### src/rtl/riscv_mc_ctrl.sv
// riscv_mc_ctrl: multi-cycle control FSM for the RV32I-subset core.
// Sequences fetch/decode/execute/memory/writeback over one shared memory port.
// Ports: clk, rst (sync, active-high); IR fields opcode/funct3/funct7b5;
//   alu_zero, mem_ready in; memory request (mem_req/mem_we/iord), IR/PC/regfile
//   write enables, pc_sel, immsel, ALU selects, wb_sel, sticky illegal out.
// Optional: define CTRL_PERF_CNT_EN to add the CNT_W-bit retired counter port.
module riscv_mc_ctrl #(
    parameter int CNT_W = 32
) (
    input  logic             clk,
    input  logic             rst,
    input  logic [6:0]       opcode,
    input  logic [2:0]       funct3,
    input  logic             funct7b5,
    input  logic             alu_zero,
    input  logic             mem_ready,
    output logic             mem_req,
    output logic             mem_we,
    output logic             iord,
    output logic             ir_we,
    output logic             pc_we,
    output logic [1:0]       pc_sel,
    output logic [1:0]       immsel,
    output logic             alu_a,
    output logic [1:0]       alu_b,
    output logic [2:0]       alu_op,
    output logic             reg_we,
    output logic [1:0]       wb_sel,
`ifdef CTRL_PERF_CNT_EN
    output logic             illegal,
    output logic [CNT_W-1:0] retired
`else
    output logic             illegal
`endif
);

    localparam logic [3:0] S_FETCH    = 4'd0;
    localparam logic [3:0] S_DECODE   = 4'd1;
    localparam logic [3:0] S_EXEC_R   = 4'd2;
    localparam logic [3:0] S_EXEC_I   = 4'd3;
    localparam logic [3:0] S_MEM_ADDR = 4'd4;
    localparam logic [3:0] S_MEM_RD   = 4'd5;
    localparam logic [3:0] S_MEM_WR   = 4'd6;
    localparam logic [3:0] S_WB_ALU   = 4'd7;
    localparam logic [3:0] S_WB_MEM   = 4'd8;
    localparam logic [3:0] S_BRANCH   = 4'd9;
    localparam logic [3:0] S_JAL      = 4'd10;
    localparam logic [3:0] S_JALR     = 4'd11;
    localparam logic [3:0] S_TRAP     = 4'd12;

    localparam logic [6:0] OP_R    = 7'b0110011;
    localparam logic [6:0] OP_I    = 7'b0010011;
    localparam logic [6:0] OP_LD   = 7'b0000011;
    localparam logic [6:0] OP_ST   = 7'b0100011;
    localparam logic [6:0] OP_BR   = 7'b1100011;
    localparam logic [6:0] OP_JAL  = 7'b1101111;
    localparam logic [6:0] OP_JALR = 7'b1100111;

    logic [3:0] r_state;
    logic [3:0] w_next;
    logic       r_illegal;
    logic [3:0] w_alu_r;
    logic [3:0] w_alu_i;

    // Returns {supported, alu_op}; sub only applies to funct3=000.
    function automatic logic [3:0] f_alu(input logic [2:0] f3, input logic sub);
        case (f3)
            3'b000:  f_alu = {1'b1, (sub ? 3'b001 : 3'b000)};
            3'b111:  f_alu = 4'b1010;
            3'b110:  f_alu = 4'b1011;
            3'b010:  f_alu = 4'b1100;
            default: f_alu = 4'b0000;
        endcase
    endfunction

    assign w_alu_r = f_alu(funct3, funct7b5);
    assign w_alu_i = f_alu(funct3, 1'b0);

    always_comb begin
        mem_req = 1'b0;
        mem_we  = 1'b0;
        iord    = 1'b0;
        ir_we   = 1'b0;
        pc_we   = 1'b0;
        pc_sel  = 2'b00;
        immsel  = 2'b00;
        alu_a   = 1'b0;
        alu_b   = 2'b00;
        alu_op  = 3'b000;
        reg_we  = 1'b0;
        wb_sel  = 2'b00;
        illegal = r_illegal;
        w_next  = r_state;
        unique case (r_state)
            S_FETCH: begin
                mem_req = 1'b1;
                if (mem_ready) begin
                    ir_we  = 1'b1;
                    pc_we  = 1'b1;
                    w_next = S_DECODE;
                end
            end
            S_DECODE: begin
                // ALU precomputes PC+imm(B) for a possible branch
                alu_a  = 1'b1;
                alu_b  = 2'b01;
                immsel = 2'b10;
                case (opcode)
                    OP_R:         w_next = S_EXEC_R;
                    OP_I:         w_next = S_EXEC_I;
                    OP_LD, OP_ST: w_next = S_MEM_ADDR;
                    OP_BR:        w_next = S_BRANCH;
                    OP_JAL:       w_next = S_JAL;
                    OP_JALR:      w_next = S_JALR;
                    default:      w_next = S_TRAP;
                endcase
            end
            S_EXEC_R: begin
                alu_op = w_alu_r[2:0];
                w_next = w_alu_r[3] ? S_WB_ALU : S_TRAP;
            end
            S_EXEC_I: begin
                alu_b  = 2'b01;
                alu_op = w_alu_i[2:0];
                w_next = w_alu_i[3] ? S_WB_ALU : S_TRAP;
            end
            S_MEM_ADDR: begin
                // opcode[5] separates store (0100011) from load (0000011)
                alu_b  = 2'b01;
                immsel = opcode[5] ? 2'b01 : 2'b00;
                if (funct3 != 3'b010)
                    w_next = S_TRAP;
                else
                    w_next = opcode[5] ? S_MEM_WR : S_MEM_RD;
            end
            S_MEM_RD: begin
                mem_req = 1'b1;
                iord    = 1'b1;
                if (mem_ready)
                    w_next = S_WB_MEM;
            end
            S_MEM_WR: begin
                mem_req = 1'b1;
                mem_we  = 1'b1;
                iord    = 1'b1;
                immsel  = 2'b01;
                if (mem_ready)
                    w_next = S_FETCH;
            end
            S_WB_ALU: begin
                reg_we = 1'b1;
                w_next = S_FETCH;
            end
            S_WB_MEM: begin
                reg_we = 1'b1;
                wb_sel = 2'b01;
                w_next = S_FETCH;
            end
            S_BRANCH: begin
                alu_op = 3'b001;
                immsel = 2'b10;
                pc_sel = 2'b01;
                case (funct3)
                    3'b000: begin
                        pc_we  = alu_zero;
                        w_next = S_FETCH;
                    end
                    3'b001: begin
                        pc_we  = !alu_zero;
                        w_next = S_FETCH;
                    end
                    default: w_next = S_TRAP;
                endcase
            end
            S_JAL: begin
                immsel = 2'b11;
                reg_we = 1'b1;
                wb_sel = 2'b10;
                pc_we  = 1'b1;
                pc_sel = 2'b01;
                w_next = S_FETCH;
            end
            S_JALR: begin
                alu_b  = 2'b01;
                reg_we = 1'b1;
                wb_sel = 2'b10;
                pc_we  = 1'b1;
                pc_sel = 2'b10;
                w_next = S_FETCH;
            end
            S_TRAP: w_next = S_TRAP;
            default: w_next = S_TRAP;
        endcase
        if (rst) begin
            mem_req = 1'b0;
            mem_we  = 1'b0;
            iord    = 1'b0;
            ir_we   = 1'b0;
            pc_we   = 1'b0;
            pc_sel  = 2'b00;
            immsel  = 2'b00;
            alu_a   = 1'b0;
            alu_b   = 2'b00;
            alu_op  = 3'b000;
            reg_we  = 1'b0;
            wb_sel  = 2'b00;
            illegal = 1'b0;
        end
    end

    always_ff @(posedge clk) begin
        if (rst) begin
            r_state   <= S_FETCH;
            r_illegal <= 1'b0;
        end else begin
            r_state <= w_next;
            if (w_next == S_TRAP)
                r_illegal <= 1'b1;
        end
    end

`ifdef CTRL_PERF_CNT_EN
    logic [CNT_W-1:0] r_retired;

    // Every return to FETCH marks one completed instruction.
    always_ff @(posedge clk) begin
        if (rst)
            r_retired <= '0;
        else if (r_state != S_FETCH && w_next == S_FETCH)
            r_retired <= r_retired + 1'b1;
    end

    assign retired = rst ? '0 : r_retired;
`endif

endmodule

### config.mk
export PLATFORM = sky130hd
export DESIGN_NAME = riscv_mc_ctrl
export DESIGN_NICKNAME = d
export VERILOG_FILES = /design/src/rtl/riscv_mc_ctrl.sv
export SDC_FILE = /design/constraint.sdc
export NUM_CORES = 1
export LEC_CHECK = 0
export CAP_MARGIN = 20
export CORE_MARGIN = 1.5
export CORE_UTILIZATION = 35
export CTS_CLUSTER_SIZE = 10
export DETAILED_ROUTE_END_ITERATION = 7
export DONT_BUFFER_PORTS = 1
export PLACE_DENSITY = 0.5
export SLEW_MARGIN = 20
export SYNTH_ARGS = -nofsm -noshare
export SYNTH_HDL_FRONTEND = slang
export SYNTH_SLANG_ARGS = --single-unit
### constraint.sdc
create_clock -name clk -period 2.2 [get_ports clk]
set_input_delay 0.66 -clock clk [delete_from_list [all_inputs] [get_ports clk]]
set_output_delay 0.66 -clock clk [all_outputs]
set_load 0.02 [all_outputs]
Word-level counts from Yosys, hierarchy flattened --
Cells that the tools add are included.
Cells by class: reduce and logical (&&, ||, !) cells 12, equality and inequality tests 24, muxes and demuxes 41
Operator list (count):
- 4-bit one-hot mux with 9 select lines | 1
- 4-bit one-hot mux with 4 select lines | 2
- 4-bit 2-to-1 mux | 7
- 4-bit one-hot mux with 6 select lines | 1
- 7-bit equality test (second input constant) | 3
- 4-bit equality test (second input constant) | 5
- 1-bit 2-to-1 mux | 18
- 4-bit by 3-bit equality test with 1-bit output (second input constant) | 4
- 7-bit by 6-bit equality test with 1-bit output (second input constant) | 2
- 2-bit OR reduction | 6
- 2-bit 2-to-1 mux | 5
- 3-bit one-hot mux with 3 select lines | 1
- 4-bit by 2-bit equality test with 1-bit output (second input constant) | 2
- 2-bit one-hot mux with 2 select lines | 2
- 2-bit one-hot mux with 4 select lines | 1
- 4-bit OR reduction | 2
- 7-bit by 2-bit equality test with 1-bit output (second input constant) | 1
- 7-bit by 5-bit equality test with 1-bit output (second input constant) | 1
- 3-bit equality test (second input constant) | 2
- 4-bit by 1-bit equality test with 1-bit output (second input constant) | 1
- 4-bit zero test | 1
- 3-bit by 1-bit equality test with 1-bit output (second input constant) | 1
- 3-bit by 2-bit equality test with 1-bit output (second input constant) | 1
- 3-bit zero test | 1
- other kinds (6) | 6
Word-level totals: word-level logic and storage cells 79, output and inout bits 19, flip-flop bits (word level) 5

Depth between registers and ports, before layout --
Gate-level depths: netlist (run 1).
depth after elaboration 5, mapped depth 6, depth with buffers taken out 5

Least setup slack after synthesis (run 1) --
OpenSTA, ideal clock, no wires.
path type input -> output, from input funct3[1], to output pc_we, required time 1.540 ns, stages on the path 3, slack -0.469 ns, arrival time 2.009 ns, path through nor2_1 > nand4_1 > a2111oi_0
On the way: longest elaborated chain between the ends 4
RTL lines:
- start, declared | RTL line 13 | input logic [2:0] funct3,
- 3-bit by 1-bit equality test with 1-bit output / 3-bit zero test (equally long branches) | RTL line 163 | case (funct3)
- 1-bit one-hot mux with 2 select lines (*) | RTL line 163
- 1-bit one-hot mux with 3 select lines (*) | RTL line 94 | unique case (r_state)
- 1-bit 2-to-1 mux (*) | RTL line 194 | if (rst) begin
- end, declared | RTL line 21 | output logic pc_we,
Mark *: on every way between the ends. The rest lies on a longest branch, timed or not.

Worst setup path after layout (run 1) --
from register r_state[1], to output pc_we
On the way: longest elaborated chain between the ends 4
RTL lines:
- start, declared | RTL line 59 | logic [3:0] r_state;
- start signal, assigned | RTL line 216 | r_state <= w_next;
- 4-bit equality test | RTL line 94
- 2-bit OR reduction (no source line)
- 1-bit one-hot mux with 3 select lines (*) | RTL line 94
- 1-bit 2-to-1 mux (*) | RTL line 194
Marked as above.

==> results of run 1 <==
## cells by family (layout without fill, tap and decap cells)
group,count (synthesis),after routing
other,1,1
buffers and inverters,12,31
and+or+nand+nor,58,58
AOI/OAI and AO/OA,29,29
xor gates and xnor gates,1,1
adders and majority gates,1,1
DFF,5,5
## flip-flops by register name, summed over array words and instances (netlist names)
signal	cells
r_state	4
r_illegal	1
## cell type report
class | instances | area (µm²) | area share (%)
clock buffers | 4 | 26.3 | 2.84
inverters | 4 | 15.0 | 1.62
multi-input cells | 90 | 577 | 62.3
flip-flops and latches | 5 | 101 | 10.9
well taps | 27 | 33.8 | 3.65
repair buffers | 23 | 173 | 18.6
## worst reg2reg max path, stage by stage, from the launching register on
cell and delay, ns:
sky130_fd_sc_hd__dfxtp_1 0.36, sky130_fd_sc_hd__buf_4 0.20, sky130_fd_sc_hd__nor2_1 0.08, sky130_fd_sc_hd__buf_4 0.15
sky130_fd_sc_hd__nand2_1 0.10, sky130_fd_sc_hd__o21ai_0 0.09, sky130_fd_sc_hd__a211oi_1 0.43, sky130_fd_sc_hd__o31ai_2 0.12
## per-layer routing
metal	global-route usage [%]	up-vias	share of wire, %
met5	0	-	0
met4	7.14	0	0.75
met3	1.54	2	3.7
met2	30.1	21	49
met1	21.6	366	47
li1	-	425	-
## worst min path at each step
stage                 end  slack [ns]  cells past startpoint
5_1_grt        r_state[3]        0.48                      1
6_report        r_illegal        0.47                      2
2_1_floorplan   r_illegal        0.44                      2
3_3_place_gp    r_illegal        0.45                      2
4_1_cts         r_illegal        0.47                      2
3_5_place_dp    r_illegal        0.46                      2
## synth_stat cells (3+ instances only)
library cell / instances
sky130_fd_sc_hd__nand2_1: 9
sky130_fd_sc_hd__nor2_1: 16
sky130_fd_sc_hd__inv_1: 4
sky130_fd_sc_hd__a21oi_1: 7
sky130_fd_sc_hd__nand2b_1: 4
sky130_fd_sc_hd__o21ai_0: 7
sky130_fd_sc_hd__a211oi_1: 5
sky130_fd_sc_hd__nor3_1: 6
sky130_fd_sc_hd__and3b_1: 3
sky130_fd_sc_hd__buf_2: 3
sky130_fd_sc_hd__dfxtp_1: 5
## power breakdown
part | switching [mW] | total [mW] | internal [mW] | leakage [nW]
registers | 0.0148 | 0.118 | 0.103 | 0.0412
logic | 0.153 | 0.270 | 0.117 | 0.310
clock network | 0.0368 | 0.105 | 0.0685 | 0.0150
total | 0.205 | 0.494 | 0.289 | 0.366
## what timing repair did
item                                   CTS  global route
setup buffers                            0             0
endpoints found under the hold margin    0             0
setup endpoints to repair                2             3
pin swaps                                0             0
resized for setup                        2             4
hold buffers                             0             0
==> metrics, run 1 <==
run status=complete, no violations; worst setup slack after placement=0.0594 ns; WP data required=1.54 ns; number of top-level pins=34; mux contribution to synthesized area=0%; largest fanout on the critical path=11; combined area of all synthesized cells=719 µm²; static leakage power=0.366 nW; commonest non-fill, non-tap cell in the layout=sky130_fd_sc_hd__buf_4; sum of routed wire length over all layers=1.99 mm; class of the worst hold path=flop to flop; fraction of layout instances using a drive strength above 1=32.5%; element type at the critical path end=output pin; overall die width=48.3 µm; number of buffers between clock root and the deepest sink=2; number of antenna violations at the first check in global routing=0; DRC marker count from the first detailed-route iteration=10; CORE AREA=1940 µm²; minimum setup slack in the final design=0.0720 ns; first-pass GRT wire length=3.31 mm; cells taking the most area after synthesis=sky130_fd_sc_hd__dfxtp_1, sky130_fd_sc_hd__nor2_1, sky130_fd_sc_hd__a211oi_1, sky130_fd_sc_hd__a21oi_1, sky130_fd_sc_hd__o21ai_0; worst vdd rail ir drop=0.000217 V; worst reg-to-reg path cell count=7; number of max-slew violations in the final report=0; area of the die=2340 µm²; average size of a mapped cell=6.72 µm²; Max Cap Violations=0; Final Hold Viols=0; slowest stage cell, crit path=sky130_fd_sc_hd__dfxtp_1; ordered cell list for the critical path=buf_4 -> nor2_1 -> nor2_1 -> a2111oi_2 -> buf_4; highest attainable clock frequency=0.470 GHz; Tot Pwr=0.494 mW; drt first pass iters=4; compound-cell area share of the yosys netlist=28.9%; final cell area excluding filler cells=926 µm²; Cells after Synth=107; path length in cells of the critical path=5; flip-flop cell with the highest count after synthesis=sky130_fd_sc_hd__dfxtp_1; Finished Core Util=47.7%; number of buffer and inverter instances along the worst setup path=2; worst-case clock skew=0.000543 ns; startpoint type of the worst setup path=flop; share of the synthesized area in the top cell type=13.9%; area delta synth->final=28.7%; routed via count=814; crit path time final=2.13 ns; remaining global-route overflow=0; total nets after synthesis=122; Hold Worst Slack=0.468 ns; Tcrit/Tclk final=96.7%; RSZ-0062 raised after global routing=yes; root buffer selected by CTS=sky130_fd_sc_hd__clkbuf_4; Cell Rows=16; capturing element of the worst setup path=pc_we; Distinct cells, synth=43; Final Wtd Congestion=0.767; flip-flop and latch count after synthesis=5; number of DRC violations after detailed routing=0; post-layout net count=142; sequential-to-total area share from yosys stat=13.9%; combinational family with the most area after synthesis=simple AND/OR/NAND/NOR gates; number of nets still failing antenna checks after routing=0; Post-Place Cells=149; path type of the worst setup path=flop to output pin; clock tree from TritonCTS=done; TritonCTS Buffers=3; final routed wire length divided by cell count=13.0 µm; Top delay family on crit path=buffers and inverters; final-report setup violation count=0; die boundary height=48.3 µm; clock tree sinks=5; cell type with the highest aggregate area in the netlist=sky130_fd_sc_hd__dfxtp_1; xor and xnor area share after synthesis=1.22%; post-CTS clock slew at the launch and capture registers of the worst setup and hold paths=0.04 ns; Global Route Usage Sum=17.2%; FF-to-FF setup slack=0.55 ns; commonest non-fill, non-tap cells in the layout=sky130_fd_sc_hd__buf_4, sky130_fd_sc_hd__nor2_1, sky130_fd_sc_hd__nand2_1, sky130_fd_sc_hd__o21ai_0, sky130_fd_sc_hd__a21oi_1; number of global-route vias before repair=783; critical path startpoint=r_state[1]; number of enable-type register cells in the synthesized netlist=0; DP HPWL=1.52 mm; # port buffers=0; vias per std cell=5.32; instance area at placement=883 µm²; CTS H-Tree Depth=1; fillcell total=212; data arrival time of the worst path=1.47 ns; source of the worst register-to-register timing path=r_state[1]; origin of the worst min-delay path=r_illegal; fraction of the mapped netlist area in adder cells=1.57%; yosys synthesis warning count=0; post-synthesis share of cell area spent on and, or, nand and nor gates=45.0%; end of the worst register-to-register path=r_illegal; source-to-sink clock delay at the later pin of the worst-skew pair=0.24 ns; delay contributed by the slowest stage of the critical path=0.32 ns; final total negative setup slack=0 ns; ANT cells=0; effective utilization at floorplan=37.0%; power density over the cells=533 nW/µm²; asr flop ratio synth=0%; count of placed standard cells in the final layout, fillers left out=153; maximum number of pins on one net before global-route repair=21
(Power assumes the default switching activity.)
==> inputs of run 2 (changes only) <==
--- a/config.mk
+++ b/config.mk
@@ -5,13 +5,14 @@
 export SDC_FILE = /design/constraint.sdc
 export NUM_CORES = 1
 export LEC_CHECK = 0
-export CAP_MARGIN = 20
+export ABC_CLOCK_PERIOD_IN_PS = 2200
+export CAP_MARGIN = 0
 export CORE_MARGIN = 1.5
-export CORE_UTILIZATION = 35
+export CORE_UTILIZATION = 43
 export CTS_CLUSTER_SIZE = 10
 export DETAILED_ROUTE_END_ITERATION = 7
 export DONT_BUFFER_PORTS = 1
-export PLACE_DENSITY = 0.5
+export PLACE_DENSITY = 0.59
 export SLEW_MARGIN = 20
 export SYNTH_ARGS = -nofsm -noshare
 export SYNTH_HDL_FRONTEND = slang
==> run 2 against run 1 <==
Effect of this change:
- combinational power is essentially flat
- sequential power is essentially flat
- count of clock-buffer cells in the layout is the same
- routed wire length shrank 4.7%
- global-route usage grew 3.0 points
- highest routed layer is now met3
- largest cell class unchanged
- worst setup slack gained 0.0046 ns
- die area shrank 18%
- largest power group unchanged
- clock skew grew 0.0014 ns
==> metrics, run 2 (synthesized netlist as in run 1, its figures left out) <==
routed via count=851; end of the worst register-to-register path=r_illegal; # port buffers=0; number of antenna violations at the first check in global routing=0; number of DRC violations after detailed routing=0; sum of routed wire length over all layers=1.90 mm; Reg with most FFs=r_state; Finished Core Util=59.1%; Cell Rows=14; post-layout net count=142; worst-case clock skew=0.00190 ns; highest attainable clock frequency=0.471 GHz; Largest register FFs=4; FF-to-FF setup slack=0.59 ns; Max Cap Violations=0; clock tree from TritonCTS=done; die boundary height=43.9 µm; CORE AREA=1540 µm²; DRC marker count from the first detailed-route iteration=22; final total negative setup slack=0 ns; clock tree sinks=5; DP HPWL=1.43 mm; source-to-sink clock delay at the later pin of the worst-skew pair=0.23 ns; power density over the cells=534 nW/µm²; first-pass GRT wire length=3.06 mm; area of the die=1930 µm²; Hold Path Sink=r_illegal; remaining global-route overflow=0; post-CTS clock slew at the launch and capture registers of the worst setup and hold paths=0.04 ns; origin of the worst min-delay path=r_illegal; final routed wire length divided by cell count=13.4 µm; final-report setup violation count=0; Global Route Usage Sum=20.2%; ANT cells=0; data arrival time of the worst path=1.46 ns; largest fanout on the critical path=9; vias per std cell=5.99; number of max-slew violations in the final report=0; instance area at placement=862 µm²; number of global-route vias before repair=727; Hold Worst Slack=0.478 ns; CTS H-Tree Depth=1; commonest non-fill, non-tap cell in the layout=sky130_fd_sc_hd__buf_4; root buffer selected by CTS=sky130_fd_sc_hd__clkbuf_4; worst hold path cell count=2; source of the worst register-to-register timing path=r_state[0]; class of the worst hold path=flop to flop; number of top-level pins=34; registers with the most flip-flops=r_state (4), r_illegal (1); number of nets still failing antenna checks after routing=0; element type at the critical path end=output pin; Final Hold Viols=0; overall die width=43.9 µm; TritonCTS Buffers=3; worst vdd rail ir drop=0.000275 V; maximum number of pins on one net before global-route repair=21; path type of the worst setup path=flop to output pin; static leakage power=0.367 nW; commonest non-fill, non-tap cells in the layout=sky130_fd_sc_hd__buf_4, sky130_fd_sc_hd__nor2_1, sky130_fd_sc_hd__nand2_1, sky130_fd_sc_hd__o21ai_0, sky130_fd_sc_hd__a21oi_1; WP data required=1.54 ns; worst reg-to-reg path cell count=7; startpoint type of the worst setup path=flop; fraction of layout instances using a drive strength above 1=31.7%; effective utilization at floorplan=46.7%; crit path time final=2.12 ns; Final Wtd Congestion=0.809; Tcrit/Tclk final=96.5%; final cell area excluding filler cells=911 µm²; number of buffers between clock root and the deepest sink=2; run status=complete, no violations; Hold-fix buffers, CTS=0; area delta synth->final=26.6%; Tot Pwr=0.487 mW; drt first pass iters=5
## run 2: cell counts in the layout (fill, tap and decap cells not counted)
No cell type changed its count.
## run 2: how the worst max path moves through the flow
| stage | slack, ns | from | cells past startpoint | endpoint |
|---|---|---|---|---|
| 3_3_place_gp | 0.07 | funct3[1] | 4 | pc_we |
| 3_5_place_dp | 0.05 | funct3[1] | 4 | pc_we |
| 2_1_floorplan | -0.01 | rst | 3 | immsel[1] |
| 5_1_grt | -0.02 | r_state[3] | 7 | alu_op[0] |
| 4_1_cts | 0.04 | r_state[1] | 5 | pc_we |
| 6_report | 0.08 | r_state[2] | 5 | immsel[0] |
## run 2: power by group
part           total, mW  leakage, nW  switching, mW  internal [mW]
Clock              0.102       0.0150         0.0336         0.0683
Sequential         0.117       0.0420         0.0125          0.104
Combinational      0.268        0.310          0.151          0.117
Total              0.487        0.367          0.197          0.289
## run 2: cell type report
| type | instances | area, µm² |
|---|---|---|
| timing repair buffer | 23 | 173 |
| sequential | 5 | 105 |
| clock buffer | 4 | 26.3 |
| inverter | 4 | 15.0 |
| fill | 161 | 631 |
| tap | 16 | 20.0 |
| multi-input combinational | 90 | 572 |
## run 2: critical path, stage by stage, from the launching register on
cell	delay [ns]
sky130_fd_sc_hd__dfxtp_4	0.37
sky130_fd_sc_hd__nor2b_1	0.18
sky130_fd_sc_hd__buf_4	0.16
sky130_fd_sc_hd__nand2_1	0.05
sky130_fd_sc_hd__a211oi_1	0.27
sky130_fd_sc_hd__buf_4	0.19
## run 2: through the flow
stage	setup WS, ns	cells
global route	-0.0185	142
floorplan	-0.0135	107
global placement	0.0699	137
finish	0.0766	142
CTS	0.0423	141
detailed placement	0.0534	137
## run 2: layer usage
metal	global-route usage, %	up-vias	share of wire (%)
li1	-	425	-
met1	28.0	397	44
met2	33.5	29	52
met3	4.17	0	4.6
met4	1.82	0	0
met5	0	-	0
## run 2: what timing repair did
action	in CTS	in global routing
resized for setup	2	4
buffers inserted	0	1
hold endpoints to repair	0	0
pin swaps	0	1
endpoints found under the setup margin	2	4
==> inputs of run 3 (changes only) <==
--- a/config.mk
+++ b/config.mk
@@ -5,14 +5,14 @@
 export SDC_FILE = /design/constraint.sdc
 export NUM_CORES = 1
 export LEC_CHECK = 0
-export ABC_CLOCK_PERIOD_IN_PS = 2200
+export ABC_CLOCK_PERIOD_IN_PS = 1900
 export CAP_MARGIN = 0
 export CORE_MARGIN = 1.5
 export CORE_UTILIZATION = 43
 export CTS_CLUSTER_SIZE = 10
 export DETAILED_ROUTE_END_ITERATION = 7
 export DONT_BUFFER_PORTS = 1
-export PLACE_DENSITY = 0.59
+export PLACE_DENSITY = 0.61
 export SLEW_MARGIN = 20
 export SYNTH_ARGS = -nofsm -noshare
 export SYNTH_HDL_FRONTEND = slang
==> constraint.sdc (replaced) <==
create_clock -name clk -period 1.9 [get_ports clk]
set_input_delay 0.57 -clock clk [delete_from_list [all_inputs] [get_ports clk]]
set_output_delay 0.57 -clock clk [all_outputs]
set_load 0.02 [all_outputs]
==> run 3 against run 2 <==
Effect of this change:
- the flow now finishes with violations (setup timing)
- combinational power grew 72%
- sequential power increased by 20%
- flip-flop and latch count unchanged
- routed wire length up 38%
- sequential share of layout area decreased by 2.1 points
- clock skew grew 0.0010 ns
- first-iteration DRC count increased by 9.1%
- count of clock-buffer cells in the layout stayed put
- via count up 12%
- largest power group unchanged
==> metrics, run 3 (synthesized netlist as in run 1, its figures left out) <==
run status=finished, violations left; violated checks=setup timing; first-pass GRT wire length=3.53 mm; highest attainable clock frequency=0.486 GHz; final-report setup violation count=14; Reg with most FFs=r_state; largest fanout on the critical path=6; commonest non-fill, non-tap cell in the layout=sky130_fd_sc_hd__buf_4; static leakage power=0.495 nW; FF-to-FF setup slack=0.19 ns; power density over the cells=608 nW/µm²; source-to-sink clock delay at the later pin of the worst-skew pair=0.24 ns; origin of the worst min-delay path=rst; DP HPWL=1.62 mm; final routed wire length divided by cell count=16.7 µm; post-CTS clock slew at the launch and capture registers of the worst setup and hold paths=0.04 ns; overall die width=43.9 µm; Finished Core Util=77.3%; path type of the worst setup path=flop to output pin; critical path startpoint=r_state[3]; number of antenna violations at the first check in global routing=0; CTS H-Tree Depth=1; Hold Worst Slack=0.392 ns; Final Wtd Congestion=0.822; worst reg-to-reg path cell count=8; data arrival time of the worst path=1.49 ns; worst hold path cell count=1; fraction of layout instances using a drive strength above 1=57.4%; number of max-slew violations in the final report=0; area of the die=1930 µm²; combined area of the multi-input logic cells=698 µm²; worst vdd rail ir drop=0.000328 V; class of the worst hold path=input port to flop; # port buffers=0; crit path time final=2.06 ns; Hold Path Sink=r_state[1]; DRC marker count from the first detailed-route iteration=24; ANT cells=0; Tcrit/Tclk final=108%; source of the worst register-to-register timing path=r_state[3]; Tot Pwr=0.724 mW; remaining global-route overflow=0; post-layout net count=157; minimum setup slack in the final design=-0.157 ns; Global Route Usage Sum=24.2%; clock tree sinks=5; commonest non-fill, non-tap cells in the layout=sky130_fd_sc_hd__buf_4, sky130_fd_sc_hd__nor2_1, sky130_fd_sc_hd__buf_6; number of nets still failing antenna checks after routing=0; CORE AREA=1540 µm²; clock tree from TritonCTS=done; fillcell total=113; root buffer selected by CTS=sky130_fd_sc_hd__clkbuf_4; count of placed standard cells in the final layout, fillers left out=157; registers with the most flip-flops=r_state (4), r_illegal (1); RSZ-0062 raised after global routing=yes; effective utilization at floorplan=46.7%; worst-case clock skew=0.00295 ns; drt first pass iters=4; number of buffers between clock root and the deepest sink=2; final total negative setup slack=-0.841 ns; Final Hold Viols=0; sum of routed wire length over all layers=2.63 mm; Largest register FFs=4; number of global-route vias before repair=825; routed via count=956; Max Cap Violations=0; register area=113 µm²; Cell Rows=14; die boundary height=43.9 µm; end of the worst register-to-register path=r_illegal; area delta synth->final=65.6%; vias per std cell=6.09; WP data required=1.33 ns; element type at the critical path end=output pin; maximum number of pins on one net before global-route repair=21; TritonCTS Buffers=3; Post-Place Cells=144; startpoint type of the worst setup path=flop; number of DRC violations after detailed routing=0; number of top-level pins=34
## run 3: cell count changes in the layout (fill, tap and decap cells not counted), sizes merged
| cell | change |
|---|---|
| buf | +15 |
## run 3: worst max path at each step
stage	endpoint	cells after the start
after floorplan	immsel[1]	3
after global placement	pc_we	4
after detailed placement	pc_we	4
after CTS	pc_we	4
after global routing	alu_op[0]	6
final	alu_op[0]	7
## run 3: metrics by stage
step / worst slack, ns / instance area [µm²]
floorplan: -0.133 / 728
global placement: -0.0541 / 917
global route: -0.236 / 1190
CTS: -0.103 / 1030
finish: -0.157 / 1190
detailed placement: -0.0680 / 917
## run 3: area by class of cell
type                    count  area share, %
multi-input cells          90           58.6
well taps                  16           1.68
clock buffers               4           2.21
repair buffers             38           26.8
inverters                   4           1.26
flip-flops and latches      5           9.45
## run 3: repair_timing
item / 4_1_cts / 5_1_grt
hold buffers: 0 / 0
endpoints found under the setup margin: 16 / 17
gates resized for setup: 27 / 29
setup buffers: 3 / 8
pin swaps: 7 / 12
## run 3: where the power goes
part	total, mW	internal (mW)	switching [mW]	leakage, nW
logic	0.460	0.221	0.239	0.437
registers	0.140	0.121	0.0191	0.0434
clock network	0.124	0.0795	0.0445	0.0150
total	0.724	0.422	0.302	0.495
## run 3: worst max-delay path: stages (launching register included)
cell and delay, ns:
sky130_fd_sc_hd__dfxtp_4 0.36, sky130_fd_sc_hd__buf_6 0.14, sky130_fd_sc_hd__nor2_4 0.13, sky130_fd_sc_hd__nand2_4 0.07, sky130_fd_sc_hd__a211oi_4 0.20, sky130_fd_sc_hd__a21oi_2 0.05
sky130_fd_sc_hd__nor2_1 0.12, sky130_fd_sc_hd__buf_4 0.16
## run 3: routing by layer
layer  GRT usage (%)  share of wire, %
met2            40.3                55
met5               0                 0
met1            30.4                40
met4            9.70                 0
met3            4.58               5.6
